## src/rtl/addsub_pkg.sv

```systemverilog
// Shared definitions for the pipelined add/subtract unit: mode encoding and
// the elaboration-time parameter sanity check.
package addsub_pkg;

  localparam logic MODE_ADD = 1'b0;
  localparam logic MODE_SUB = 1'b1;

  // WIDTH must split into a whole number of CHUNK-bit slices.
  function automatic bit params_ok(input int width, input int chunk);
    return (chunk > 0) && (width >= chunk) && ((width % chunk) == 0);
  endfunction

endpackage

```

## src/rtl/chunk_adder.sv

```systemverilog
// Combinational CHUNK-bit ripple slice; also exposes the carry into its MSB
// so the top slice can form the signed-overflow flag.
module chunk_adder
  import addsub_pkg::*;
#(
  parameter int CHUNK = 4
) (
  input  logic [CHUNK-1:0] a,
  input  logic [CHUNK-1:0] b,
  input  logic             ci,
  output logic [CHUNK-1:0] s,
  output logic             co,
  output logic             cm
);

  logic carry;

  always_comb begin
    carry = ci;
    cm    = ci;
    s     = '0;
    for (int i = 0; i < CHUNK; i++) begin
      cm    = carry;
      s[i]  = a[i] ^ b[i] ^ carry;
      carry = (a[i] & b[i]) | (carry & (a[i] ^ b[i]));
    end
    co = carry;
  end

endmodule

```

## src/rtl/pipelined_addsub.sv

```systemverilog
// Pipelined add/subtract: one CHUNK-bit ripple slice per stage, operands
// skewed forward and finished result chunks deskewed so SUM leaves aligned.
module pipelined_addsub
  import addsub_pkg::*;
#(
  parameter int WIDTH = 16,
  parameter int CHUNK = 4
) (
  input  logic             CLK,
  input  logic             RST,
  input  logic             IN_VALID,
  output logic             IN_READY,
  input  logic [WIDTH-1:0] A,
  input  logic [WIDTH-1:0] B,
  input  logic             CIN,
  input  logic             SUB,
  output logic             OUT_VALID,
  input  logic             OUT_READY,
  output logic [WIDTH-1:0] SUM,
  output logic             COUT,
  output logic             OVF
);

  localparam int STAGES = WIDTH / CHUNK;

  if (!params_ok(WIDTH, CHUNK)) begin : g_param_check
    $error("pipelined_addsub: WIDTH must be a non-zero multiple of CHUNK");
  end

  logic             en;
  logic [WIDTH-1:0] b_eff;
  logic             c0;

  // The whole pipe advances together; it only holds when the result is stuck.
  assign en       = !OUT_VALID || OUT_READY;
  assign IN_READY = en;
  assign b_eff    = (SUB == MODE_SUB) ? ~B : B;
  assign c0       = (SUB == MODE_SUB) ? ~CIN : CIN;

  for (genvar gi = 0; gi < STAGES; gi++) begin : g_stage
    localparam int LO   = gi * CHUNK;
    localparam int PEND = WIDTH - LO;

    logic [PEND-1:0]     a_src;
    logic [PEND-1:0]     b_src;
    logic                c_src;
    logic                v_src;
    logic [CHUNK-1:0]    s_chunk;
    logic                co;
    logic                cm;
    logic [LO+CHUNK-1:0] s_next;
    logic                v_reg;
    logic                c_reg;
    logic [LO+CHUNK-1:0] s_reg;

    if (gi == 0) begin : g_head
      assign a_src  = A;
      assign b_src  = b_eff;
      assign c_src  = c0;
      assign v_src  = IN_VALID;
      assign s_next = s_chunk;
    end else begin : g_body
      assign a_src  = g_stage[gi-1].g_skew.a_skew_reg;
      assign b_src  = g_stage[gi-1].g_skew.b_skew_reg;
      assign c_src  = g_stage[gi-1].c_reg;
      assign v_src  = g_stage[gi-1].v_reg;
      assign s_next = {s_chunk, g_stage[gi-1].s_reg};
    end

    chunk_adder #(
      .CHUNK(CHUNK)
    ) u_chunk (
      .a (a_src[CHUNK-1:0]),
      .b (b_src[CHUNK-1:0]),
      .ci(c_src),
      .s (s_chunk),
      .co(co),
      .cm(cm)
    );

    always_ff @(posedge CLK) begin
      if (RST) begin
        v_reg <= 1'b0;
        c_reg <= 1'b0;
        s_reg <= '0;
      end else if (en) begin
        v_reg <= v_src;
        c_reg <= co;
        s_reg <= s_next;
      end
    end

    // Operand bits not yet consumed ride along to the next slice.
    if (gi < STAGES - 1) begin : g_skew
      logic [PEND-CHUNK-1:0] a_skew_reg;
      logic [PEND-CHUNK-1:0] b_skew_reg;

      always_ff @(posedge CLK) begin
        if (RST) begin
          a_skew_reg <= '0;
          b_skew_reg <= '0;
        end else if (en) begin
          a_skew_reg <= a_src[PEND-1:CHUNK];
          b_skew_reg <= b_src[PEND-1:CHUNK];
        end
      end
    end

    if (gi == STAGES - 1) begin : g_tail
      logic ovf_reg;

      always_ff @(posedge CLK) begin
        if (RST) begin
          ovf_reg <= 1'b0;
        end else if (en) begin
          ovf_reg <= co ^ cm;
        end
      end
    end else begin : g_mid
      logic unused_cm;
      assign unused_cm = cm;
    end
  end

  assign OUT_VALID = g_stage[STAGES-1].v_reg;
  assign SUM       = g_stage[STAGES-1].s_reg;
  assign COUT      = g_stage[STAGES-1].c_reg;
  assign OVF       = g_stage[STAGES-1].g_tail.ovf_reg;

endmodule

```

## config.mk

```make
export PLATFORM = sky130hd
export DESIGN_NAME = pipelined_addsub
export DESIGN_NICKNAME = d
export VERILOG_FILES = /design/src/rtl/addsub_pkg.sv /design/src/rtl/chunk_adder.sv /design/src/rtl/pipelined_addsub.sv
export SDC_FILE = /design/constraint.sdc
export NUM_CORES = 1
export LEC_CHECK = 0
export CORE_MARGIN = 2
export CORE_UTILIZATION = 60
export CTS_BUF_LIST = sky130_fd_sc_hd__clkbuf_2
export CTS_CLUSTER_SIZE = 10
export DETAILED_ROUTE_END_ITERATION = 6
export GPL_ROUTABILITY_DRIVEN = 0
export HOLD_SLACK_MARGIN = 0.12
export PLACE_DENSITY = 0.87
export SLEW_MARGIN = 20
export SYNTH_ARGS = -nofsm -noshare
export SYNTH_HDL_FRONTEND = slang
export SYNTH_SLANG_ARGS = --single-unit
```

## constraint.sdc

```tcl
create_clock -name CLK -period 7.72 [get_ports CLK]
set_clock_uncertainty 0.1 [all_clocks]
set_input_delay 1.544 -clock CLK [delete_from_list [all_inputs] [get_ports CLK]]
set_output_delay 1.544 -clock CLK [all_outputs]
set_load 0.05 [all_outputs]
```

* After elaboration in Yosys (flattened, before gate mapping)
Cells that the tools add are included.
** Storage, ports and cells
- Flip-flop bits (word level) :: 97
- Output and inout bits :: 20
- Logic and storage cells :: 106
** Operators by class
- Mux-type cells :: 2
- Bitwise operators :: 83
- Reduce and logical (&&, ||, !) cells :: 2
** Operator list (count)
- 1-bit bitwise XOR :: 33
- 1-bit AND :: 32
- 16-bit two-way mux :: 1
- 16-bit inverter :: 1
- 1-bit OR :: 16
- 1-bit zero test :: 1
- 1-bit logical OR :: 1
- 1-bit two-way mux :: 1
- 1-bit inverter :: 1

* Longest topological paths before layout
- Depth in word-level cells :: 11
- Gate-level depth with buffers :: 12
- Mapped depth without buffers :: 10

* Modules after synthesis
From an unflattened synthesis, not the netlist that was laid out.
** Unflattened totals
- Cell total of the unflattened synthesis :: 476
- Area total of the unflattened synthesis :: 4045.1 um2
** Modules (own cells, without submodules)
- pipelined_addsub :: instances 1, cells each 428, area each 3604.7 um2, sequential area each 1941.9 um2
- chunk_adder :: instances 4, cells each 12, area each 110.1 um2, sequential area each 0.0 um2

* Least setup slack after synthesis
OpenSTA, ideal clock, no wires.
- Kind :: input -> register
- Start point :: in SUB
- End point :: reg g_stage[0].s_reg[3]
- Library setup time :: 0.132 ns
- Arrival time :: 3.578 ns
- Data required time :: 7.488 ns
- Path slack :: 3.910 ns
- Stages on the path :: 12
- Buffers on the path :: 2
- Cell sequence :: buf_4 -> buf_4 -> xnor2_1 -> fa_1 -> inv_1 -> fa_1 -> inv_1 -> fa_1 -> inv_1 -> fa_1 -> nand2_1 -> a21oi_1
** On the way
- Word-level cells in the longest chain between the ends :: 9
** RTL lines
- start, declared :: line pipelined_addsub.sv:16 : input logic SUB,
- 16-bit two-way mux :: line pipelined_addsub.sv:37 : assign b_eff = (SUB == MODE_SUB) ? ~B : B;
- 1-bit bitwise XOR :: line chunk_adder.sv:25 : carry = (a[i] & b[i]) | (carry & (a[i] ^ b[i]));
- 1-bit AND :: line chunk_adder.sv:25
- 1-bit OR :: line chunk_adder.sv:25
- 1-bit AND :: line chunk_adder.sv:25
- 1-bit OR :: line chunk_adder.sv:25
- 1-bit AND :: line chunk_adder.sv:25
- 1-bit OR :: line chunk_adder.sv:25
- 1-bit bitwise XOR * :: line chunk_adder.sv:24 : s[i] = a[i] ^ b[i] ^ carry;
- via g_stage[0].s_chunk[3] :: line pipelined_addsub.sv:48 : logic [CHUNK-1:0] s_chunk;
- end signal, assigned :: line pipelined_addsub.sv:89 : s_reg <= s_next;
- end, declared :: line pipelined_addsub.sv:54 : logic [LO+CHUNK-1:0] s_reg;
The timed path passes the listed nets; every way through them passes the cells marked *.
A chain may end at the register's enable or synchronous reset.

* Worst setup path after layout
- Start point :: in OUT_READY
- End point :: out IN_READY
** On the way
- Word-level cells in the longest chain between the ends :: 1
** RTL lines
- start, declared :: line pipelined_addsub.sv:18 : input logic OUT_READY,
- 1-bit logical OR :: line pipelined_addsub.sv:35 : assign en = !OUT_VALID || OUT_READY;
- end, declared :: line pipelined_addsub.sv:12 : output logic IN_READY,
No other way between the ends.

==> run_results.csv <==
group,metric,value,unit
power,net-switching-power,0.0002476,W
sta,final_critical_path_time_including_i_o_delays_and_setup,4599,ps
grt,antenna_found_initial,0,
cts,worst_skew_pair.late_latency,560,ps
grt,global_route_wire_length_before_repair,11970,µm
cts,cts_tree,"yes",
layout,areaGrowthSynthToFinish,15.86,%
route,post-route-drc-count,0,
floorplanning,dieWidth,85.65,µm
layout,layout_commonest_cell,"nand2_1",
route,final_antenna_net_count,0,
cts,numClockSinks,97,
power,static-leakage-power,1.767,nW
route,detailroute.via_count,2914,
floorplanning,fp.coreArea,0.006386,mm²
cts,worst_setup_hold_path_clk_slew,260,ps
power,power.ir.vdd_worst,0.0001284,V
sta,max_freq,0.2175,GHz
floorplanning,fp.dieH,85.65,µm
setup_path,critPathRequiredTime,6080,ps
sta,slew-limit-headroom,30.07,%
yosys,synth-seq-area-share,48.55,%
power,clkPwrFrac,29.0,%
route,drt_first_iter_violations,145,
route,finalWirelength,7050,µm
cts,clockRootBuffer,"clkbuf_2",
sta,tightest_slew,1049,ps
floorplanning,die_area,0.007336,mm²
layout,non_filler_instance_count_after_layout,578,
floorplanning,std_cell_rows,29,
yosys,postSynthRegisterBits,97,
layout,number_of_diodes_added_for_antenna_fixing,0,
route,post_drt_wl_per_cell,12.20,µm
setup_path,timing.critical_path.arrival,2950,ps
floorplanning,io-pin-count,58,
grt,grt_max_degree,116,
sta,finalSetupTns,0,ps
sta,grt_setup_unrepaired,"no",
layout,finalNetCount,551,
min_path,worstHoldPathType,"reg -> reg",
sta,fin_ws,3121,ps
yosys,yosysWarningCount,0,
sta,period_share,59.57,%
layout,mostFrequentLayoutCells,"nand2_1 (146), dfxtp_1 (97), a21oi_1 (73)",
power,cellInternalPower,0.0006999,W
layout,layout.core_utilization,72.57,%
yosys,cell_area_after_synthesis,0.004000,mm²
cts,cts-hold-fix-buffers,0,
yosys,yosys.cell_types.count,17,
power,power_density,204.4,mW/mm²
cts,cts_max_level,3,
setup_path,critical_path.startpoint_type,"input pin",
power,combinational_share_of_power,12.7,%
grt,grt_remaining_overflow,0,
placed_design,placement.setup.worst_slack,3119,ps
yosys,netlist_instances,460,
placed_design,place_hpwl,4547,µm
cts,cts_resized,0,
job,max_cap_violations,0,
placed_design,port_buffers,57,
route,vias_per_cell,5.042,
cts,cts_inserted_buffers,9,
placed_design,place_inst,563,
setup_path,criticalPathCategory,"in -> out",
yosys,net_count_synth,514,
route,drt-pass1-iter-count,4,
layout,nFillCells,507,
cts,postCtsSetupBuffers,0,
setup_path,worstSetupEndpointType,"output pin",
yosys,avgSynthCellArea,8.696,µm²
grt,grt_pass1_vias,2699,
status,run_status,"finished clean",
power,switch_share,26.13,%
power,share_seq_of_total_power,58.3,%
setup_path,crit_fanout,2,
cts,cts_buffer_depth,2,
sta,timing_max_transition_violations_final,0,
grt,total_global_routing_track_utilization,20.72,%
floorplanning,floorplan.initialDensity,62.64,%
sta,final_hold_viol_count,0,
sta,setup_viol_count_final,0,
layout,layout-drive-gt1-share,7.784,%
-- logic make-up after synthesis --
logic type      Yosys count  share of synthesized area [%]
simple gates            172                          16.39
flops                    97                          48.55
compound gates           96                          15.70
buf+inv                  61                          7.413
xor+xnor                 18                          3.941
fa+ha+maj                16                          8.008
-- final cells by class --
class / count / area [µm²] / area share (%)
clock buffers: 9 / 45.04 / 0.9719
clock inverters: 6 / 91.34 / 1.971
inverters: 27 / 103.9 / 2.241
multi-input cells: 302 / 1762 / 38.01
flip-flops and latches: 97 / 1942 / 41.90
well taps: 77 / 96.34 / 2.079
repair buffers: 60 / 594.3 / 12.82
-- synthesized netlist by cell type --
cell | number | area, µm²
a211oi_1 | 5 | 37.54
a211oi_2 | 18 | 225.2
a21oi_1 | 73 | 365.4
buf_1 | 1 | 3.750
buf_2 | 10 | 50.05
buf_4 | 6 | 45.04
buf_6 | 4 | 45.04
clkbuf_1 | 13 | 48.80
dfxtp_1 | 97 | 1942
fa_1 | 16 | 320.3
inv_1 | 26 | 97.59
inv_4 | 1 | 6.260
nand2_1 | 146 | 548.0
nor2_1 | 25 | 93.84
nor2b_4 | 1 | 13.76
xnor2_1 | 14 | 122.6
xor2_1 | 4 | 35.03
-- path summary, 6_finish.rpt --
| path | from | end | slack [ps] | cells after the start |
|---|---|---|---|---|
| min | g_stage[0].s_reg[2]$_SDFFE_PP0P_ | g_stage[1].s_reg[2]$_SDFFE_PP0P_ | 340 | 2 |
| max reg2reg | g_stage[2].c_reg$_SDFFE_PP0P_ | SUM[15]$_SDFFE_PP0P_ | 5300 | 8 |
| max | OUT_READY | IN_READY | 3120 | 4 |
| min reg2reg | g_stage[0].s_reg[2]$_SDFFE_PP0P_ | g_stage[1].s_reg[2]$_SDFFE_PP0P_ | 340 | 2 |
-- per-stage QoR --
| stage | cell area [µm²] | hold slack, ps | power (W) |
|---|---|---|---|
| 6_report | 4634 | 341.4 | 0.0009474 |
| 5_1_grt | 4634 | 348.0 | 0.0009945 |
| 3_3_place_gp | 4494 | 338.1 | 0.0006788 |
| 2_1_floorplan | 4000 | 331.9 | 0.0006423 |
| 4_1_cts | 4631 | 346.7 | 0.0009556 |
| 3_5_place_dp | 4494 | 343.4 | 0.0006838 |
-- layer usage --
layer / vias up / GRT usage, % / routed length, µm
li1: 1521 / - / -
met1: 1339 / 26.61 / 3250
met2: 48 / 34.23 / 3450
met3: 6 / 5.101 / 263
met4: 0 / 7.359 / 87
met5: - / 0 / 0
-- critical path, cell delays in order --
cell,delay (ps)
clkdlybuf4s50_1,500
nor2b_4,60
inv_4,50
clkdlybuf4s50_1,790
-- power groups by stage --
stage	Combinational, W	Clock, W	Sequential (W)
detailed placement	0.000121	0	0.000562
global placement	0.000118	0	0.000561
finish	0.000121	0.000274	0.000553
CTS	0.000122	0.000281	0.000553
global route	0.000136	0.000302	0.000557
floorplan	0.0000706	0	0.000572
No activity file was read; power rests on OpenSTA's default activity.
